[config.mk]
export PLATFORM = sky130hd
export DESIGN_NAME = ahb_write_buffer
export DESIGN_NICKNAME = d
export VERILOG_FILES = /design/src/rtl/ahb_pkg.sv /design/src/rtl/sync_fifo.sv /design/src/rtl/ahb_write_buffer.sv
export SDC_FILE = /design/constraint.sdc
export NUM_CORES = 1
export LEC_CHECK = 0
export CORE_AREA = 3 3 226 228
export CTS_CLUSTER_DIAMETER = 80
export DETAILED_ROUTE_END_ITERATION = 12
export DIE_AREA = 0 0 229 231
export PLACE_DENSITY_LB_ADDON = 0.25
export SETUP_SLACK_MARGIN = 0.4
export SLEW_MARGIN = 40
export SYNTH_ARGS = -nofsm -noshare
export SYNTH_HDL_FRONTEND = slang
export SYNTH_SLANG_ARGS = --single-unit
[constraint.sdc]
create_clock -name clk -period 5.1 [get_ports clk]
set_clock_uncertainty 0.15 [all_clocks]
set_input_delay 1.53 -clock clk [delete_from_list [all_inputs] [get_ports clk]]
set_output_delay 1.53 -clock clk [all_outputs]
set_load 0.02 [all_outputs]
[src/rtl/ahb_pkg.sv]
`default_nettype none
// ============================================================================
// Package : ahb_pkg
// Brief   : AHB-Lite encodings and write-buffer state encoding.
// Rev     : 1.0  initial release
// ============================================================================
package ahb_pkg;

    localparam logic [1:0] HTRANS_IDLE   = 2'b00;
    localparam logic [1:0] HTRANS_BUSY   = 2'b01;
    localparam logic [1:0] HTRANS_NONSEQ = 2'b10;
    localparam logic [1:0] HTRANS_SEQ    = 2'b11;

    localparam logic [2:0] HBURST_SINGLE = 3'b000;
    localparam logic [2:0] HBURST_INCR   = 3'b001;

    localparam logic [2:0] HSIZE_BYTE    = 3'b000;
    localparam logic [2:0] HSIZE_HALF    = 3'b001;
    localparam logic [2:0] HSIZE_WORD    = 3'b010;

    typedef enum logic [1:0] {
        ST_IDLE  = 2'd0,
        ST_WRITE = 2'd1,
        ST_READ  = 2'd2
    } wb_state_t;

endpackage
`default_nettype wire

[src/rtl/sync_fifo.sv]
`default_nettype none
// ============================================================================
// Module : sync_fifo
// Brief  : Synchronous FIFO with head and head+1 read ports and a level count.
// Rev    : 1.0  initial release
// ============================================================================
module sync_fifo #(
    parameter int WIDTH = 8,
    parameter int DEPTH = 4
) (
    input  logic                     clk,
    input  logic                     rst,
    input  logic                     i_push,
    input  logic [WIDTH-1:0]         i_wdata,
    input  logic                     i_pop,
    output logic [WIDTH-1:0]         o_rdata,
    output logic [WIDTH-1:0]         o_rdata_nxt,
    output logic                     o_full,
    output logic                     o_empty,
    output logic [$clog2(DEPTH):0]   o_level
);
    localparam int AW = $clog2(DEPTH);

    logic [WIDTH-1:0] r_mem [DEPTH];
    logic [AW-1:0]    r_wptr;
    logic [AW-1:0]    r_rptr;
    logic [AW:0]      r_level;
    logic             w_do_push;
    logic             w_do_pop;

    assign o_full      = (r_level == (AW+1)'(DEPTH));
    assign o_empty     = (r_level == '0);
    assign o_level     = r_level;
    assign w_do_pop    = i_pop & ~o_empty;
    // A pop frees the slot this cycle, so a full FIFO still accepts the push.
    assign w_do_push   = i_push & (~o_full | w_do_pop);
    assign o_rdata     = r_mem[r_rptr];
    assign o_rdata_nxt = r_mem[r_rptr + AW'(1)];

    always_ff @(posedge clk) begin
        if (rst) begin
            r_wptr  <= '0;
            r_rptr  <= '0;
            r_level <= '0;
        end else begin
            if (w_do_push) r_wptr <= r_wptr + AW'(1);
            if (w_do_pop)  r_rptr <= r_rptr + AW'(1);
            case ({w_do_push, w_do_pop})
                2'b10:   r_level <= r_level + (AW+1)'(1);
                2'b01:   r_level <= r_level - (AW+1)'(1);
                default: r_level <= r_level;
            endcase
        end
    end

    always_ff @(posedge clk) begin
        if (w_do_push) r_mem[r_wptr] <= i_wdata;
    end

endmodule
`default_nettype wire

[src/rtl/ahb_write_buffer.sv]
`default_nettype none
// ============================================================================
// Module : ahb_write_buffer
// Brief  : AHB-Lite posted-write buffer; reads wait for the buffer to drain.
//          Define WRITE_BUFFER_ERR_EN to record downstream write errors.
// Rev    : 1.0  initial release
// ============================================================================
module ahb_write_buffer
    import ahb_pkg::*;
#(
    parameter int W_ADDR = 32,
    parameter int W_DATA = 32,
    parameter int DEPTH  = 4
) (
    input  logic              clk,
    input  logic              rst,
    output logic              src_hready_resp,
    input  logic              src_hready,
    output logic              src_hresp,
    input  logic [W_ADDR-1:0] src_haddr,
    input  logic              src_hwrite,
    input  logic [1:0]        src_htrans,
    input  logic [2:0]        src_hsize,
    input  logic [2:0]        src_hburst,
    input  logic [3:0]        src_hprot,
    input  logic              src_hmastlock,
    input  logic [W_DATA-1:0] src_hwdata,
    output logic [W_DATA-1:0] src_hrdata,
    input  logic              dst_hready,
    input  logic              dst_hresp,
    output logic [W_ADDR-1:0] dst_haddr,
    output logic              dst_hwrite,
    output logic [1:0]        dst_htrans,
    output logic [2:0]        dst_hsize,
    output logic [2:0]        dst_hburst,
    output logic [3:0]        dst_hprot,
    output logic              dst_hmastlock,
    output logic [W_DATA-1:0] dst_hwdata,
    input  logic [W_DATA-1:0] dst_hrdata,
    output logic              wbuf_err,
    input  logic              wbuf_err_clr
);
    localparam int W_ENT = W_ADDR + 3 + 4 + W_DATA;
    localparam int LW    = $clog2(DEPTH) + 1;

    wb_state_t         r_state;
    logic              r_wr_dp;
    logic              r_rd_pend;
    logic              r_dp_wr;
    logic [W_ADDR-1:0] r_src_addr;
    logic [2:0]        r_src_size;
    logic [3:0]        r_src_prot;
    logic              r_src_lock;

    logic [W_ENT-1:0]  w_head;
    logic [W_ENT-1:0]  w_nxt;
    logic [W_ENT-1:0]  w_iss_ent;
    logic              w_full;
    logic              w_empty;
    logic [LW-1:0]     w_level;
    logic              w_push;
    logic              w_pop;
    logic              w_issue_wr;
    logic              w_issue_rd;

    assign w_pop  = r_dp_wr & dst_hready;
    assign w_push = r_wr_dp & (~w_full | w_pop);

    sync_fifo #(
        .WIDTH (W_ENT),
        .DEPTH (DEPTH)
    ) u_fifo (
        .clk         (clk),
        .rst         (rst),
        .i_push      (w_push),
        .i_wdata     ({r_src_addr, r_src_size, r_src_prot, src_hwdata}),
        .i_pop       (w_pop),
        .o_rdata     (w_head),
        .o_rdata_nxt (w_nxt),
        .o_full      (w_full),
        .o_empty     (w_empty),
        .o_level     (w_level)
    );

    // The in-flight data phase always belongs to the FIFO head, so the next
    // address phase comes from head+1 whenever a write data phase is open.
    assign w_issue_wr = (r_state != ST_READ) & (w_level > LW'(r_dp_wr));
    assign w_issue_rd = (r_state == ST_IDLE) & r_rd_pend & w_empty & ~r_dp_wr;
    assign w_iss_ent  = r_dp_wr ? w_nxt : w_head;

    always_ff @(posedge clk) begin
        if (rst) begin
            r_wr_dp    <= 1'b0;
            r_rd_pend  <= 1'b0;
            r_src_addr <= '0;
            r_src_size <= '0;
            r_src_prot <= '0;
            r_src_lock <= 1'b0;
        end else if (src_hready) begin
            r_wr_dp    <= src_htrans[1] & src_hwrite;
            r_rd_pend  <= src_htrans[1] & ~src_hwrite;
            r_src_addr <= src_haddr;
            r_src_size <= src_hsize;
            r_src_prot <= src_hprot;
            r_src_lock <= src_hmastlock;
        end
    end

    always_ff @(posedge clk) begin
        if (rst) begin
            r_state <= ST_IDLE;
            r_dp_wr <= 1'b0;
        end else begin
            if (dst_hready) r_dp_wr <= w_issue_wr;
            case (r_state)
                ST_IDLE: begin
                    if (w_issue_rd & dst_hready) r_state <= ST_READ;
                    else if (~w_empty)           r_state <= ST_WRITE;
                end
                ST_WRITE: begin
                    if (w_pop & ~w_push & (w_level == LW'(1))) r_state <= ST_IDLE;
                end
                ST_READ: begin
                    if (dst_hready) r_state <= ST_IDLE;
                end
                default: r_state <= ST_IDLE;
            endcase
        end
    end

    always_comb begin
        dst_htrans    = HTRANS_IDLE;
        dst_haddr     = '0;
        dst_hwrite    = 1'b0;
        dst_hsize     = '0;
        dst_hprot     = '0;
        dst_hburst    = HBURST_SINGLE;
        dst_hmastlock = 1'b0;
        if (w_issue_wr) begin
            dst_htrans = HTRANS_NONSEQ;
            dst_haddr  = w_iss_ent[W_ENT-1 -: W_ADDR];
            dst_hwrite = 1'b1;
            dst_hsize  = w_iss_ent[W_DATA+4 +: 3];
            dst_hprot  = w_iss_ent[W_DATA +: 4];
        end else if (w_issue_rd) begin
            dst_htrans    = HTRANS_NONSEQ;
            dst_haddr     = r_src_addr;
            dst_hsize     = r_src_size;
            dst_hprot     = r_src_prot;
            dst_hmastlock = r_src_lock;
        end
    end

    assign dst_hwdata = r_dp_wr ? w_head[W_DATA-1:0] : '0;

    always_comb begin
        src_hready_resp = 1'b1;
        src_hresp       = 1'b0;
        src_hrdata      = '0;
        if (r_wr_dp) begin
            src_hready_resp = ~w_full | w_pop;
        end else if (r_rd_pend) begin
            src_hready_resp = 1'b0;
            if (r_state == ST_READ) begin
                src_hready_resp = dst_hready;
                src_hresp       = dst_hresp;
                src_hrdata      = dst_hrdata;
            end
        end
    end

`ifdef WRITE_BUFFER_ERR_EN
    logic r_err;
    logic w_unused;

    always_ff @(posedge clk) begin
        if (rst)                       r_err <= 1'b0;
        else if (r_dp_wr & dst_hresp)  r_err <= 1'b1;
        else if (wbuf_err_clr)         r_err <= 1'b0;
    end

    assign wbuf_err = r_err;
    assign w_unused = ^{src_hburst, src_htrans[0], w_nxt[W_DATA-1:0]};
`else
    logic w_unused;

    assign wbuf_err = 1'b0;
    assign w_unused = ^{src_hburst, src_htrans[0], w_nxt[W_DATA-1:0], wbuf_err_clr};
`endif

endmodule
`default_nettype wire
-- Word level (Yosys, flattened, before mapping)
Memories as Yosys holds them, arrays and structs flattened. A register that Yosys moved wholly into a read port is not among the register bits.
Index checks and enable logic that the tools add are counted.
- add/subtract/negate cells: 4
- magnitude comparators: 1
- eq/ne operators: 10
- mux-type cells: 32
- bitwise operators: 20
- reduce and logical (&&, ||, !) cells: 4
- operators with widths (operator ; count):
    32-bit two-way mux ; 6
    71-bit two-way mux ; 1
    2-bit two-way mux ; 8
    1-bit AND ; 13
    1-bit two-way mux ; 11
    4-bit two-way mux ; 2
    3-bit two-way mux ; 2
    2-bit != test (second input constant) ; 3
    2-bit one-hot mux with 3 select lines ; 1
    3-bit one-hot mux with 2 select lines ; 1
    1-bit inverter ; 5
    2-bit by 1-bit adder with 2-bit output (second input constant) ; 2
    2-bit by 1-bit equality test with 1-bit output (second input constant) ; 2
    2-bit equality test (second input constant) ; 2
    3-bit by 1-bit adder with 3-bit output (second input constant) ; 1
    3-bit by 1-bit equality test with 1-bit output (second input constant) ; 1
    3-bit equality test (second input constant) ; 1
    3-bit by 1-bit > comparator with 1-bit output ; 1
    3-bit logical NOT ; 1
    3-bit != test (second input constant) ; 1
    3-bit AND reduction ; 1
    3-bit by 1-bit subtractor with 3-bit output (second input constant) ; 1
    2-bit logical NOT ; 1
    1-bit bitwise OR ; 2
    2-bit nonzero test ; 1
- register bits after elaboration: 52
- RAM bits: 284
- input bits: 116
- output and inout bits: 113
- logic and storage cells: 83
- memories: 1
- memories (name ; depth ; bits a word ; read ports ; clocked after Yosys merged registers in ; write ports ; line ; source):
    u_fifo.r_mem ; 4 ; 71 ; 2 ; 1 ; 1 ; sync_fifo.sv:24 ; logic [WIDTH-1:0] r_mem [DEPTH];

-- Logic depth before layout (Yosys ltp)
- word-level depth: 9
- mapped depth: 10
- mapped depth without buffers: 10

-- Hierarchy
A second synthesis with hierarchy kept.
- cell total of the unflattened synthesis: 899
- area, all modules: 15682.5 um^2
- modules (own cells, without submodules) (module ; instances ; cells an instance ; area each (um^2)):
    sync_fifo ; 1 ; 517 ; 12400.6
    ahb_write_buffer ; 1 ; 382 ; 3281.9

-- Least setup slack after synthesis
OpenSTA, ideal clock, no wires.
- path kind: input to register
- start: in dst_hready
- end: mem u_fifo.r_mem[0][0] in the netlist's numbering, enable pin
- data arrival time: 3638 ps
- slack: 876 ps
- cell stages on the path: 4
- cell sequence: and2_1 nor2_1 nor2b_1 and2_1
- longest elaborated chain between the ends: 6
- RTL lines (item ; line ; source):
    from (decl) ; ahb_write_buffer.sv:29 ; input logic dst_hready,
    1-bit AND (*) ; ahb_write_buffer.sv:66 ; assign w_pop = r_dp_wr & dst_hready;
    1-bit bitwise OR / 1-bit AND (equally long branches) ; ahb_write_buffer.sv:67, sync_fifo.sv:34 ;
    1-bit AND / 1-bit bitwise OR (equally long branches) ; ahb_write_buffer.sv:67, sync_fifo.sv:36 ;
    1-bit AND (*) ; sync_fifo.sv:36 ; assign w_do_push = i_push & (~o_full | w_do_pop);
    1-bit two-way mux (*) ; sync_fifo.sv:57 ; if (w_do_push) r_mem[r_wptr] <= i_wdata;
    1-bit two-way mux (not written as such) (*) ; sync_fifo.sv:57 ;
    to (decl) ; sync_fifo.sv:24 ;
Every way passes the cells marked *; elsewhere a longest branch is shown, timed or not.

-- Final worst setup path
- start: reg u_fifo.r_level[0], in the netlist u_fifo.o_level[0]
- end: out dst_haddr[1]
- longest elaborated chain between the ends: 5
- RTL lines (item ; line ; source):
    from (decl) ; sync_fifo.sv:27 ; logic [AW:0] r_level;
    from (signal assigned) ; sync_fifo.sv:49 ; 2'b10: r_level <= r_level + (AW+1)'(1);
    from (signal assigned) ; sync_fifo.sv:50 ; 2'b01: r_level <= r_level - (AW+1)'(1);
    from (signal assigned) ; sync_fifo.sv:51 ; default: r_level <= r_level;
    3-bit logical NOT ; sync_fifo.sv:32 ; assign o_empty = (r_level == '0);
    1-bit AND (2 in series) ; ahb_write_buffer.sv:88 ; assign w_issue_rd = (r_state == ST_IDLE) & r_rd_pend & w_empty & ~r_dp_wr;
    32-bit two-way mux ; ahb_write_buffer.sv:145 ; end else if (w_issue_rd) begin
    32-bit two-way mux (*) ; ahb_write_buffer.sv:139 ; if (w_issue_wr) begin
    to (decl) ; ahb_write_buffer.sv:31 ; output logic [W_ADDR-1:0] dst_haddr,
Marks and branches as above.

==> flow_summary_export.csv <==
group,metric,value,unit
die,die_w,229,um
timing,hold_viol_final,0,
timing,setup_tns,0,ns
power_and_ir_drop,p_clk_share,43.2,%
synth,synth_edf_count,284,
synth,yosys.area.top_type,"edfxtp_1",
synth,synth-seq-area-share,65.3,%
worst_hold_path,hold_path_class,"flip-flop to flip-flop",
critical_path,path_max_fanout,18,
grt,gr-total-overflow,0,
critical_path,crit_type,"flip-flop to output port",
power_and_ir_drop,p_leak,6.78,nW
power_and_ir_drop,power_switching,1.39,mW
grt,antenna_found_initial,1,
power_and_ir_drop,p_int,4.96,mW
synth,netlist_area,0.0147,mm2
clocking,clk_pin_slew_worst_paths,0.05,ns
grt,grt_max_degree,43,
place,dpl.hpwl,22000,um
timing,max_freq,0.209,GHz
die,chipHeight,231,um
power_and_ir_drop,power.total,6.35,mW
drt,drt_first_pass_iters,4,
cells_and_area,diodes,0,
drt,postRouteAntennaNets,0,
drt,finalWirelength,36200,um
cells_and_area,final_cell_mix,"284 x edfxtp_1, 200 x clkdlybuf4s50_1, 70 x mux4_2, 69 x and2_1, 51 x nor2_1",
timing,min_period_over_period,93.7,%
critical_path,start_kind,"flip-flop",
timing,rsz0062_at_grt,"yes",
synth,async_flop_share,0,%
die,start_util,30.0,%
power_and_ir_drop,vdd_ir_drop_max,0.199,mV
place,io_buffers,218,
clocking,clock_latency,0.56,ns
flow_run,cap_violations,0,
clocking,cts_tree,"yes",
cells_and_area,drive_above_1_share,16.1,%
synth,synth_area_leaders,"edfxtp_1 58%, mux4_2 11%, dfxtp_1 7.3%",
critical_path,cp.arrival,3.10,ns
clocking,cts_buffer_depth,3,
synth,ys_dominant_reg_cell,"edfxtp_1",
grt,grt_pass1_wl,55400,um
drt,vias,8192,
critical_path,endpoint_kind,"output port",
clocking,clock-sinks,338,
synth,ys_types,38,
synth,ys.warnings.count,0,
die,rows,81,
drt,viasPerCell,4.73,
clocking,cts_buffers,39,
cells_and_area,fin_util,39.0,%
cells_and_area,synthToLayoutAreaGrowth,29.9,%
clocking,h-tree-depth,2,
die,pin_count,229,
timing,fin_crit,4.78,ns
cells_and_area,mostFrequentLayoutCell,"edfxtp_1",
timing,max_slew_margin,48.8,%
status,status,"complete, no violations",
clocking,cts_root_buf,"clkbuf_16",
cells_and_area,nets,1164,
drt,wl_per_cell,20.9,um
critical_path,cp.required,3.42,ns
place,routabilityCongestion,0.699,
clocking,holdBufCountCts,0,
synth,netlist_instances,807,
power_and_ir_drop,power_frac_seq,48.4,%
power_and_ir_drop,power_frac_comb,8.4,%
die,core_area,0.0491,mm2
timing,finalSetupViolations,0,
synth,syn_avg_cell_area,18.2,um2
power_and_ir_drop,switching_share,21.8,%
grt,grt_usage,13.8,%
power_and_ir_drop,power_density,332,mW/mm2
drt,drc,0,
synth,synth_seq_cells,338,
drt,drt_iter0_markers,504,
timing,slew_violations,0,
die,dieArea,0.0529,mm2
synth,synth_top_cell_area_share,57.9,%
timing,tightestPinTransition,0.769,ns
grt,first_global_vias,8964,
[metrics by stage]
stage | setup slack (ns) | cell area [um2] | hold slack [ns] | std cells
4_1_cts | 0.217 | 19100 | 0.352 | 1732
6_report | 0.321 | 19100 | 0.340 | 1732
3_5_place_dp | 0.476 | 17700 | 0.339 | 1657
2_1_floorplan | 0.876 | 14700 | 0.299 | 811
3_3_place_gp | 0.485 | 17700 | 0.317 | 1656
5_1_grt | 0.140 | 19100 | 0.374 | 1732
[layout make-up]
cell class,count,area [um2]
Timing Repair Buffer,246,2590
Clock inverter,12,169
Tap cell,664,831
Inverter,7,26.3
Clock buffer,59,1100
Multi-Input combinational cell,406,4780
Fill cell,4544,29900
Sequential cell,338,9620
[power by group through the flow]
stage / logic (mW) / clock network (mW) / registers [mW]
after floorplan: 0.265 / 0 / 3.12
after global placement: 0.533 / 0 / 3.13
after detailed placement: 0.535 / 0 / 3.13
after CTS: 0.548 / 2.84 / 3.08
after global routing: 0.577 / 2.96 / 3.08
final: 0.532 / 2.74 / 3.08
[synthesized netlist by cell type (2+ instances only)]
master,n
buf_2,11
buf_6,13
mux4_2,70
nor2_1,52
a21oi_1,3
clkbuf_1,29
a21o_1,38
mux2i_1,43
xnor2_1,2
edfxtp_1,284
dfxtp_1,54
mux4_1,40
nor2b_1,2
a22o_1,38
xor2_1,3
nor3_1,2
nand2b_1,4
nand3_1,3
a211oi_2,2
and2_1,73
a211oi_1,2
nand2_1,3
inv_1,7
ha_1,10
buf_4,6
[sequential cells by signal (all words and copies together) (netlist names), named ones only]
signal / flops
u_fifo.o_level: 3
u_fifo.r_mem: 284
r_rd_pend: 1
r_wr_dp: 1
r_src_addr: 32
r_state: 2
u_fifo.r_rptr: 2
r_src_prot: 4
r_src_size: 3
u_fifo.r_wptr: 2
r_src_lock: 1
r_dp_wr: 1
[critical path, stage by stage, from the launching register on]
cell	delay [ns]
dfxtp_1	0.39
inv_1	0.11
ha_1	0.28
or2_4	0.29
a211oi_4	0.35
buf_12	0.22
a22o_1	0.16
a21o_1	0.13
clkdlybuf4s50_1	0.62
[cells by family after synthesis]
kind of cell               after synthesis  share of synthesized area, %
other                                    1                        0.0255
AOI/OAI and AO/OA                       88                          4.84
buffers and inverters                   67                          2.69
muxes                                  154                          20.9
DFF                                    338                          65.3
adders and majority gates               10                         0.850
and+or+nand+nor                        144                          5.16
xor gates and xnor gates                 5                         0.298
[final timing paths]
check / startpoint / to / slack (ns) / depth (start not counted)
setup / recovery: u_fifo.o_level[0]$_SDFFE_PP0P_ / dst_haddr[1] / 0.32 / 8
hold reg to reg: r_src_lock$_SDFFE_PP0P_ / r_src_lock$_SDFFE_PP0P_ / 0.34 / 2
setup reg to reg: r_dp_wr$_SDFFE_PP0P_ / u_fifo.r_mem[1][10]$_DFFE_PP_ / 2.36 / 6
hold / removal: r_src_lock$_SDFFE_PP0P_ / r_src_lock$_SDFFE_PP0P_ / 0.34 / 2
[per-layer routing]
metal,global-route usage [%],vias up,wire length [um]
li1,-,3723,-
met5,0,-,7
met2,24.5,227,18600
met4,3.61,2,653
met3,3.76,51,2130
met1,16.7,4189,14900
[timing repair]
action,4_1_cts,5_1_grt
endpoints found under the setup margin,40,37
pin swaps,2,0
setup buffers,3,0
cloned,1,0
gates resized for setup,16,13
(Power assumes the default switching activity.)
